<file path="config.mk">
export PLATFORM = sky130hd
export DESIGN_NAME = ac_search_ctrl
export DESIGN_NICKNAME = d
export VERILOG_FILES = /design/src/rtl/ac_search_ctrl.sv
export SDC_FILE = /design/constraint.sdc
export NUM_CORES = 1
export LEC_CHECK = 0
export CORE_ASPECT_RATIO = 0.5
export CORE_MARGIN = 2
export CORE_UTILIZATION = 54
export DETAILED_ROUTE_END_ITERATION = 10
export PLACE_DENSITY = 0.85
export SLEW_MARGIN = 0
export SYNTH_ARGS = -nofsm -noshare
export SYNTH_HDL_FRONTEND = slang
export SYNTH_SLANG_ARGS = --single-unit
</file>
<file path="constraint.sdc">
create_clock -name CLK -period 9.09 [get_ports CLK]
set_clock_uncertainty 0.2 [all_clocks]
set_input_delay 0.909 -clock CLK [delete_from_list [all_inputs] [get_ports CLK]]
set_output_delay 0.909 -clock CLK [all_outputs]
set_load 0.01 [all_outputs]
</file>
<file path="src/rtl/ac_search_ctrl.sv">
// Aho-Corasick search sequencer: walks goto/failure tables for a 4-bit char stream.
// Latency: direct hit emits 3 cycles after accept, +4 cycles per failure hop.
// Backpressure: CHAR_READY only in IDLE (gated by EN); one character in flight.
// Optional feature macro: AC_HOP_STATS_EN adds the 16-bit saturating HOP_TOTAL counter.
module ac_search_ctrl #(
    parameter logic [7:0] FAIL_CODE = 8'hFF,
    parameter logic [7:0] MAX_HOPS  = 8'd32
) (
    input  logic        CLK,
    input  logic        RST,
    input  logic        EN,
    input  logic        CLR,
    input  logic        CHAR_VALID,
    input  logic [3:0]  CHAR_IN,
    output logic        CHAR_READY,
    output logic        GOTO_RD,
    output logic [11:0] GOTO_ADDR,
    input  logic [7:0]  GOTO_DATA,
    output logic        FAIL_RD,
    output logic [7:0]  FAIL_ADDR,
    input  logic [7:0]  FAIL_DATA,
    output logic        OUT_VALID,
    output logic [7:0]  OUT_STATE,
    output logic        ERR
`ifdef AC_HOP_STATS_EN
    ,
    output logic [15:0] HOP_TOTAL
`endif
);

    typedef enum logic [2:0] {
        IDLE       = 3'd0,
        GOTO_ISSUE = 3'd1,
        GOTO_CHECK = 3'd2,
        FAIL_ISSUE = 3'd3,
        FAIL_CHECK = 3'd4,
        EMIT       = 3'd5
    } state_t;

    state_t      state_q, state_d;
    logic [7:0]  cur_state_q, cur_state_d;
    logic [3:0]  char_q, char_d;
    logic [7:0]  hop_cnt_q, hop_cnt_d;
    logic        err_q, err_d;
    logic        goto_rd_q, goto_rd_d;
    logic [11:0] goto_addr_q, goto_addr_d;
    logic        fail_rd_q, fail_rd_d;
    logic [7:0]  fail_addr_q, fail_addr_d;
    logic        out_vld_q, out_vld_d;
    logic [7:0]  out_state_q, out_state_d;

    // Ready is the only combinational output; held low while reset is asserted.
    assign CHAR_READY = EN && RST && (state_q == IDLE);

    assign GOTO_RD   = goto_rd_q;
    assign GOTO_ADDR = goto_addr_q;
    assign FAIL_RD   = fail_rd_q;
    assign FAIL_ADDR = fail_addr_q;
    assign OUT_VALID = out_vld_q;
    assign OUT_STATE = out_state_q;
    assign ERR       = err_q;

    // Next-state walk, then registered strobes decoded from the state being entered.
    always_comb begin
        state_d     = state_q;
        cur_state_d = cur_state_q;
        char_d      = char_q;
        hop_cnt_d   = hop_cnt_q;
        err_d       = err_q;
        goto_rd_d   = 1'b0;
        goto_addr_d = goto_addr_q;
        fail_rd_d   = 1'b0;
        fail_addr_d = fail_addr_q;
        out_vld_d   = 1'b0;
        out_state_d = out_state_q;

        case (state_q)
            IDLE: begin
                if (CHAR_VALID && CHAR_READY) begin
                    char_d    = CHAR_IN;
                    hop_cnt_d = 8'd0;
                    state_d   = GOTO_ISSUE;
                end
            end
            GOTO_ISSUE: state_d = GOTO_CHECK;
            GOTO_CHECK: begin
                if (GOTO_DATA != FAIL_CODE) begin
                    cur_state_d = GOTO_DATA;
                    state_d     = EMIT;
                end else if (cur_state_q == 8'd0) begin
                    // root has an implicit self-loop on every miss
                    state_d = EMIT;
                end else begin
                    state_d = FAIL_ISSUE;
                end
            end
            FAIL_ISSUE: begin
                if (hop_cnt_q == MAX_HOPS) begin
                    err_d       = 1'b1;
                    cur_state_d = 8'd0;
                    state_d     = EMIT;
                end else begin
                    hop_cnt_d = hop_cnt_q + 8'd1;
                    state_d   = FAIL_CHECK;
                end
            end
            FAIL_CHECK: begin
                cur_state_d = FAIL_DATA;
                state_d     = GOTO_ISSUE;
            end
            EMIT:    state_d = IDLE;
            default: state_d = IDLE;
        endcase

        // restart wins over the walk; the sticky error is left untouched
        if (CLR) begin
            state_d     = IDLE;
            cur_state_d = 8'd0;
            err_d       = err_q;
        end

        case (state_d)
            GOTO_ISSUE: begin
                goto_rd_d   = 1'b1;
                goto_addr_d = {cur_state_d, char_d};
            end
            FAIL_ISSUE: begin
                // on the aborting visit no failure read is launched
                if (hop_cnt_d != MAX_HOPS) begin
                    fail_rd_d   = 1'b1;
                    fail_addr_d = cur_state_d;
                end
            end
            EMIT: begin
                out_vld_d   = 1'b1;
                out_state_d = cur_state_d;
            end
            default: ;
        endcase
    end

    // State and registered outputs.
    always_ff @(posedge CLK or negedge RST) begin
        if (!RST) begin
            state_q     <= IDLE;
            cur_state_q <= 8'd0;
            char_q      <= 4'd0;
            hop_cnt_q   <= 8'd0;
            err_q       <= 1'b0;
            goto_rd_q   <= 1'b0;
            goto_addr_q <= 12'd0;
            fail_rd_q   <= 1'b0;
            fail_addr_q <= 8'd0;
            out_vld_q   <= 1'b0;
            out_state_q <= 8'd0;
        end else begin
            state_q     <= state_d;
            cur_state_q <= cur_state_d;
            char_q      <= char_d;
            hop_cnt_q   <= hop_cnt_d;
            err_q       <= err_d;
            goto_rd_q   <= goto_rd_d;
            goto_addr_q <= goto_addr_d;
            fail_rd_q   <= fail_rd_d;
            fail_addr_q <= fail_addr_d;
            out_vld_q   <= out_vld_d;
            out_state_q <= out_state_d;
        end
    end

`ifdef AC_HOP_STATS_EN
    logic [15:0] hop_total_q;

    assign HOP_TOTAL = hop_total_q;

    // Saturating count of failure reads; CLR does not touch it.
    always_ff @(posedge CLK or negedge RST) begin
        if (!RST) begin
            hop_total_q <= 16'd0;
        end else if (fail_rd_d && (hop_total_q != 16'hFFFF)) begin
            hop_total_q <= hop_total_q + 16'd1;
        end
    end
`endif

endmodule
</file>
==> results of run 1 <==
-- path summary, 6_finish.rpt --
check | startpoint | to
max | RST | CHAR_READY
min | GOTO_ADDR[5]$_DFFE_PN0N_ | GOTO_ADDR[5]$_DFFE_PN0N_
max reg2reg | state_q[2]$_DFF_PN0_ | FAIL_ADDR[3]$_DFFE_PN0P_
min reg2reg | GOTO_ADDR[5]$_DFFE_PN0N_ | GOTO_ADDR[5]$_DFFE_PN0N_
max in group asynchronous | RST | hop_cnt_q[3]$_DFF_PN0_
min in group asynchronous | RST | OUT_STATE[5]$_DFFE_PN0N_
-- power breakdown --
part	switching (mW)	internal (mW)
Clock	0.0744	0.0543
Combinational	0.0796	0.0907
Sequential	0.0247	0.284
Total	0.179	0.428
-- worst register-to-register path: cells and delay by family, from the launching register on --
kind	cells	cell delay, ns
AO/OA/AOI/OAI	2	0.85
buffers and inverters	1	0.13
flip-flops	1	0.52
multiplexers	1	0.39
AND/OR/NAND/NOR	2	1.49
-- final cells by class --
| cell class | count | area share |
|---|---|---|
| Inverter | 16 | 0.01833 |
| Tap cell | 66 | 0.02520 |
| Clock inverter | 1 | 0.001527 |
| Multi-Input combinational cell | 165 | 0.3345 |
| Clock buffer | 7 | 0.02329 |
| Sequential cell | 55 | 0.4200 |
| Timing Repair Buffer | 59 | 0.1772 |
-- through the flow --
stage                     hold slack (ns)  utilization  setup slack [ns]  power [mW]  area, sq um
after floorplan                    0.2372            -             5.846      0.3886         2610
after global placement             0.2441       0.7053             5.025      0.4759         3196
after detailed placement           0.2633       0.7053             4.936      0.4836         3196
after CTS                          0.2857       0.7233             5.171      0.6110         3277
after global routing               0.3045       0.7233             5.017      0.6386         3277
final                              0.2820       0.7233             5.200      0.6073         3277
-- cells in the mapped netlist (2+ instances only) --
cell type / count
nor3_1: 3
nand4_1: 3
buf_2: 2
nand2_1: 28
inv_1: 16
buf_6: 3
o211ai_1: 7
ha_1: 2
clkbuf_1: 8
o2111ai_1: 2
or4_1: 3
o41ai_1: 8
or3_1: 2
nand3_1: 11
nor2_1: 31
o21ai_0: 4
nor4_1: 3
dfrtp_1: 55
a221oi_1: 8
mux2_2: 12
o31ai_1: 8
a21oi_1: 10
-- sequential cells by signal, summed over array words and instances, names as in the netlist --
name / count
OUT_STATE: 8
FAIL_ADDR: 8
FAIL_RD: 1
char_q: 4
GOTO_ADDR: 12
OUT_VALID: 1
hop_cnt_q: 8
ERR: 1
state_q: 3
GOTO_RD: 1
cur_state_q: 8
-- logic make-up after synthesis --
kind of cell | count (synthesis) | share of synthesized area
simple gates | 93 | 0.1702
compound gates | 57 | 0.1827
flops | 55 | 0.5273
buf+inv | 30 | 0.05273
mux | 13 | 0.05752
fa+ha+maj | 2 | 0.009586
-- metal layers --
metal / up-vias / track usage / wire length, um
met5: - / 0 / 0
li1: 1014 / - / -
met2: 76 / 0.4254 / 3127
met1: 1054 / 0.2888 / 2525
met3: 7 / 0.05680 / 387
met4: 0 / 0.06222 / 51
==> flow_summary.yaml, run 1 <==
synthesis:
  syn_nets: 277
  avgSynthCellArea_sq_um: 10.44
  synth_largest_area_cell: "dfrtp_1"
  yosysSeqAreaShare: 0.5273
  synth-seq-cells: 55
  synth_area_sq_um: 2610
  yosys_most_used_dff: "dfrtp_1"
  ys_types: 43
  synth.area.top_cells: "dfrtp_1, mux2_2, nor2_1, nand2_1, a221oi_1"
  synth_edf_count: 0
  synth_top_area_share: 0.5273
  async_reset_ff_frac: 1.000
  ys_warn_count: 0
  synth_cells: 250
setup_path:
  end_kind: "primary output"
  cp.required_ns: 7.98
  critPathMaxStageDelay_ns: 0.60
  arrival_ns: 2.78
  ff2ff_path_depth: 6
  cpMaxStageDelayCell: "or4b_4"
  cp_top_family: "buffers and inverters"
  crit_chain: "buf_2 > buf_4 > or4b_4 > nor2_1 > clkdlybuf4s50_1"
  r2r_slack_ns: 5.41
  startpoint_type: "primary input"
  path_class: "in2out"
  worst-path-buf-inv: 3
  worstPathMaxFanout: 56
  path_depth: 5
detailed_routing:
  avgViaCountPerCell: 5.829
  ant_nets: 0
  first_pass_iters: 5
  routedWlPerCell_um: 16.51
  postRouteWirelength_um: 6091
  drtIter0Drc: 193
  routed-via-count: 2151
  drcViolationCount: 0
finish:
  final_common_cell: "clkdlybuf4s50_1"
  n_fill_cell: 337
  num_antenna_cells: 0
  stdcell_count: 369
  seq_area_sq_um: 1376
  layout-drive-gt1-share: 0.09901
  layout_common_cells: "clkdlybuf4s50_1, dfrtp_1, nor2_1"
  final_nets: 329
  syn2layout_area_growth_pct: 25.55
  multiInputGateArea_sq_um: 1096
floorplan:
  core-area_sq_um: 4531
  boundaryPins: 58
  die_y_um: 53.16
  dieArea_sq_um: 5439
  start_util: 0.5761
  fp-row-count: 17
  die_w_um: 102.3
place:
  dp_hpwl_um: 4500
  io_buffers: 57
  gp_congestion: 0.8976
  place_inst: 361
sta:
  fin_tns_setup_ns: 0
  rsz0062_at_grt: "no"
  finalSetupViolations: 0
  min_period_ns: 3.890
  period_share: 0.4280
  slew_headroom: 0.2537
  hold_violations: 0
  max_freq_mhz: 257.1
  tightest_slew_ns: 1.114
  slew_viol_final: 0
power:
  leakage_nw: 1.424
  power_density_nw_per_um2: 185.3
  ir_worst_vdd_v: 0.0001263
status:
  outcome: "finished, final reports clean"
job:
  cap_violations: 0
worst_hold_path:
  hold_depth: 2
  hold_path_class: "reg2reg"
clock_network:
  cts.clk_slew.worst_paths_ns: 0.09
  ctsHoldBuffers: 0
  cts_max_level: 2
  cts_made_buffers: 5
  tritoncts: "done"
  cts_max_path_buffers: 2
  root_buffer: "clkbuf_8"
  clock_sinks: 55
  post_cts_buffers: 0
  ctsResizeCount: 0
  clk_latency_ns: 0.31
global_routing:
  grt_first_pass_wirelength_um: 9577
  grt_usage: 0.2356
  overflow: 0
  grt_pass1_vias: 2035
  grt_antenna_before_repair: 0
  grt_max_degree: 57
(Power assumes the default switching activity.)
==> run 2: changes to the inputs <==
--- a/config.mk
+++ b/config.mk
@@ -7,9 +7,9 @@
 export LEC_CHECK = 0
 export CORE_ASPECT_RATIO = 0.5
 export CORE_MARGIN = 2
-export CORE_UTILIZATION = 54
+export CORE_UTILIZATION = 45
 export DETAILED_ROUTE_END_ITERATION = 10
-export PLACE_DENSITY = 0.85
+export PLACE_DENSITY = 0.75
 export SLEW_MARGIN = 0
 export SYNTH_ARGS = -nofsm -noshare
 export SYNTH_HDL_FRONTEND = slang
==> constraint.sdc (replaced) <==
create_clock -name CLK -period 3.14 [get_ports CLK]
set_clock_uncertainty 0.2 [all_clocks]
set_input_delay 0.314 -clock CLK [delete_from_list [all_inputs] [get_ports CLK]]
set_output_delay 0.314 -clock CLK [all_outputs]
set_load 0.01 [all_outputs]
==> flow_summary.yaml, run 2 (same netlist as run 1, synthesis figures left out) <==
status:
  outcome: "finished, final reports clean"
sta:
  slew_headroom: 0.5489
  fin_ws_ns: 0.1779
  rsz0062_at_grt: "no"
  min_period_ns: 2.962
  slew_viol_final: 0
  fin_tns_setup_ns: 0
  hold_violations: 0
  hold_slack_ns: 0.003352
  tightest_slew_ns: 0.6767
  period_share: 0.9433
  max_freq_mhz: 337.6
  finalSetupViolations: 0
clock_network:
  ctsHoldBuffers: 0
  cts_made_buffers: 5
  clock_sinks: 55
  clk_latency_ns: 0.29
  cts_max_path_buffers: 2
  root_buffer: "clkbuf_16"
  cts_max_level: 2
  tritoncts: "done"
  cts.clk_slew.worst_paths_ns: 0.07
  post_cts_buffers: 0
  ctsResizeCount: 0
global_routing:
  grt_use_met1: 0.2661
  grt_usage: 0.2021
  top_usage_layer: "met2"
  grtUsageMet2: 0.3446
  grt_max_degree: 56
  overflow: 0
  grt_first_pass_wirelength_um: 10280
  grt_use_met3: 0.03766
  grt_pass1_vias: 2151
  grt_antenna_before_repair: 0
finish:
  num_antenna_cells: 0
  final_common_cell: "clkdlybuf4s50_1"
  stdcell_count: 391
  largest_reg_flops: 12
  postLayoutCoreUtil: 0.6293
  syn2layout_area_growth_pct: 33.56
  n_fill_cell: 459
  final_nets: 344
  final_cell_area_sq_um: 3486
  layout-drive-gt1-share: 0.1478
  layout_common_cells: "clkdlybuf4s50_1, dfrtp_1, nor2_1"
power:
  leakage_nw: 1.533
  ir_worst_vdd_v: 0.0002942
  power_density_nw_per_um2: 582.9
  p_total_mw: 2.032
detailed_routing:
  first_pass_iters: 4
  postRouteWirelength_um: 6308
  avgViaCountPerCell: 5.701
  drcViolationCount: 0
  ant_nets: 0
  routed-via-count: 2229
  drtIter0Drc: 115
  routedWlPerCell_um: 16.13
floorplan:
  fp-row-count: 19
  boundaryPins: 58
  dieArea_sq_um: 6462
  die_w_um: 111.7
  die_y_um: 57.85
  core-area_sq_um: 5539
  start_util: 0.4712
job:
  cap_violations: 0
setup_path:
  path_class: "reg2reg"
  startpoint_type: "register"
  cp-startpoint: "state_q[2]$_DFF_PN0_"
  arrival_ns: 2.94
  r2r_start: "state_q[2]$_DFF_PN0_"
  end_kind: "register"
  worstPathMaxFanout: 9
  cp.required_ns: 3.12
worst_hold_path:
  hold_path_class: "in2async"
place:
  place_area_sq_um: 3317
  dp_hpwl_um: 4403
  pre_cts_slack_ns: 0.05771
  place_inst: 383
  io_buffers: 57
  gp_congestion: 0.9456
## run 2: cell types whose count changed in the layout (fill, tap and decap cells not counted), sizes merged
| cell | delta |
|---|---|
| clkinv | +1 |
| clkbuf | -2 |
| buf | +15 |
| bufinv | +1 |
## run 2: report_power, final
group / leakage (nW) / internal (mW) / switching, mW
Sequential: 0.744 / 0.822 / 0.0714
Combinational: 0.705 / 0.282 / 0.232
Clock: 0.0838 / 0.376 / 0.249
## run 2: final cells by class
type	instances	area (sq um)	area share
Clock buffer	5	125.1	0.03589
Multi-Input combinational cell	165	1096	0.3144
Tap cell	73	91.34	0.02620
Sequential cell	55	1376	0.3948
Timing Repair Buffer	74	693.2	0.1989
Inverter	16	60.06	0.01723
Clock inverter	3	43.79	0.01256
## run 2: path summary, 6_finish.rpt
| check | slack (ns) | depth (start not counted) | endpoint |
|---|---|---|---|
| max reg2reg | 0.18 | 6 | FAIL_ADDR[0]$_DFFE_PN0P_ |
| min reg2reg | 0.27 | 1 | ERR$_DFFE_PN0P_ |
| max | 0.18 | 6 | FAIL_ADDR[0]$_DFFE_PN0P_ |
| min | 0.003 | 2 | cur_state_q[0]$_DFF_PN0_ |
| min in group CLK | 0.27 | 1 | ERR$_DFFE_PN0P_ |
| max in group asynchronous | 2.29 | 2 | hop_cnt_q[3]$_DFF_PN0_ |
## run 2: metal layers
metal / part of all wire / vias up
li1: - / 1050
met1: 0.44 / 1094
met2: 0.49 / 72
met3: 0.046 / 13
met4: 0.022 / 0
met5: 0 / -
## run 2: worst max-delay path, stage by stage (launching register included)
cell	delay, ns
dfrtp_1	0.49
or4b_4	0.65
o211ai_1	0.18
nand3_1	0.14
nor4_1	0.55
a41oi_4	0.29
mux2_2	0.35
==> run 3: changes to the inputs <==
--- a/config.mk
+++ b/config.mk
@@ -9,6 +9,7 @@
 export CORE_MARGIN = 2
 export CORE_UTILIZATION = 45
 export DETAILED_ROUTE_END_ITERATION = 10
+export GPL_TIMING_DRIVEN = 1
 export PLACE_DENSITY = 0.75
 export SLEW_MARGIN = 0
 export SYNTH_ARGS = -nofsm -noshare
==> results of run 3 <==
The final DEF is identical to that of run 2; final timing and power are the same.
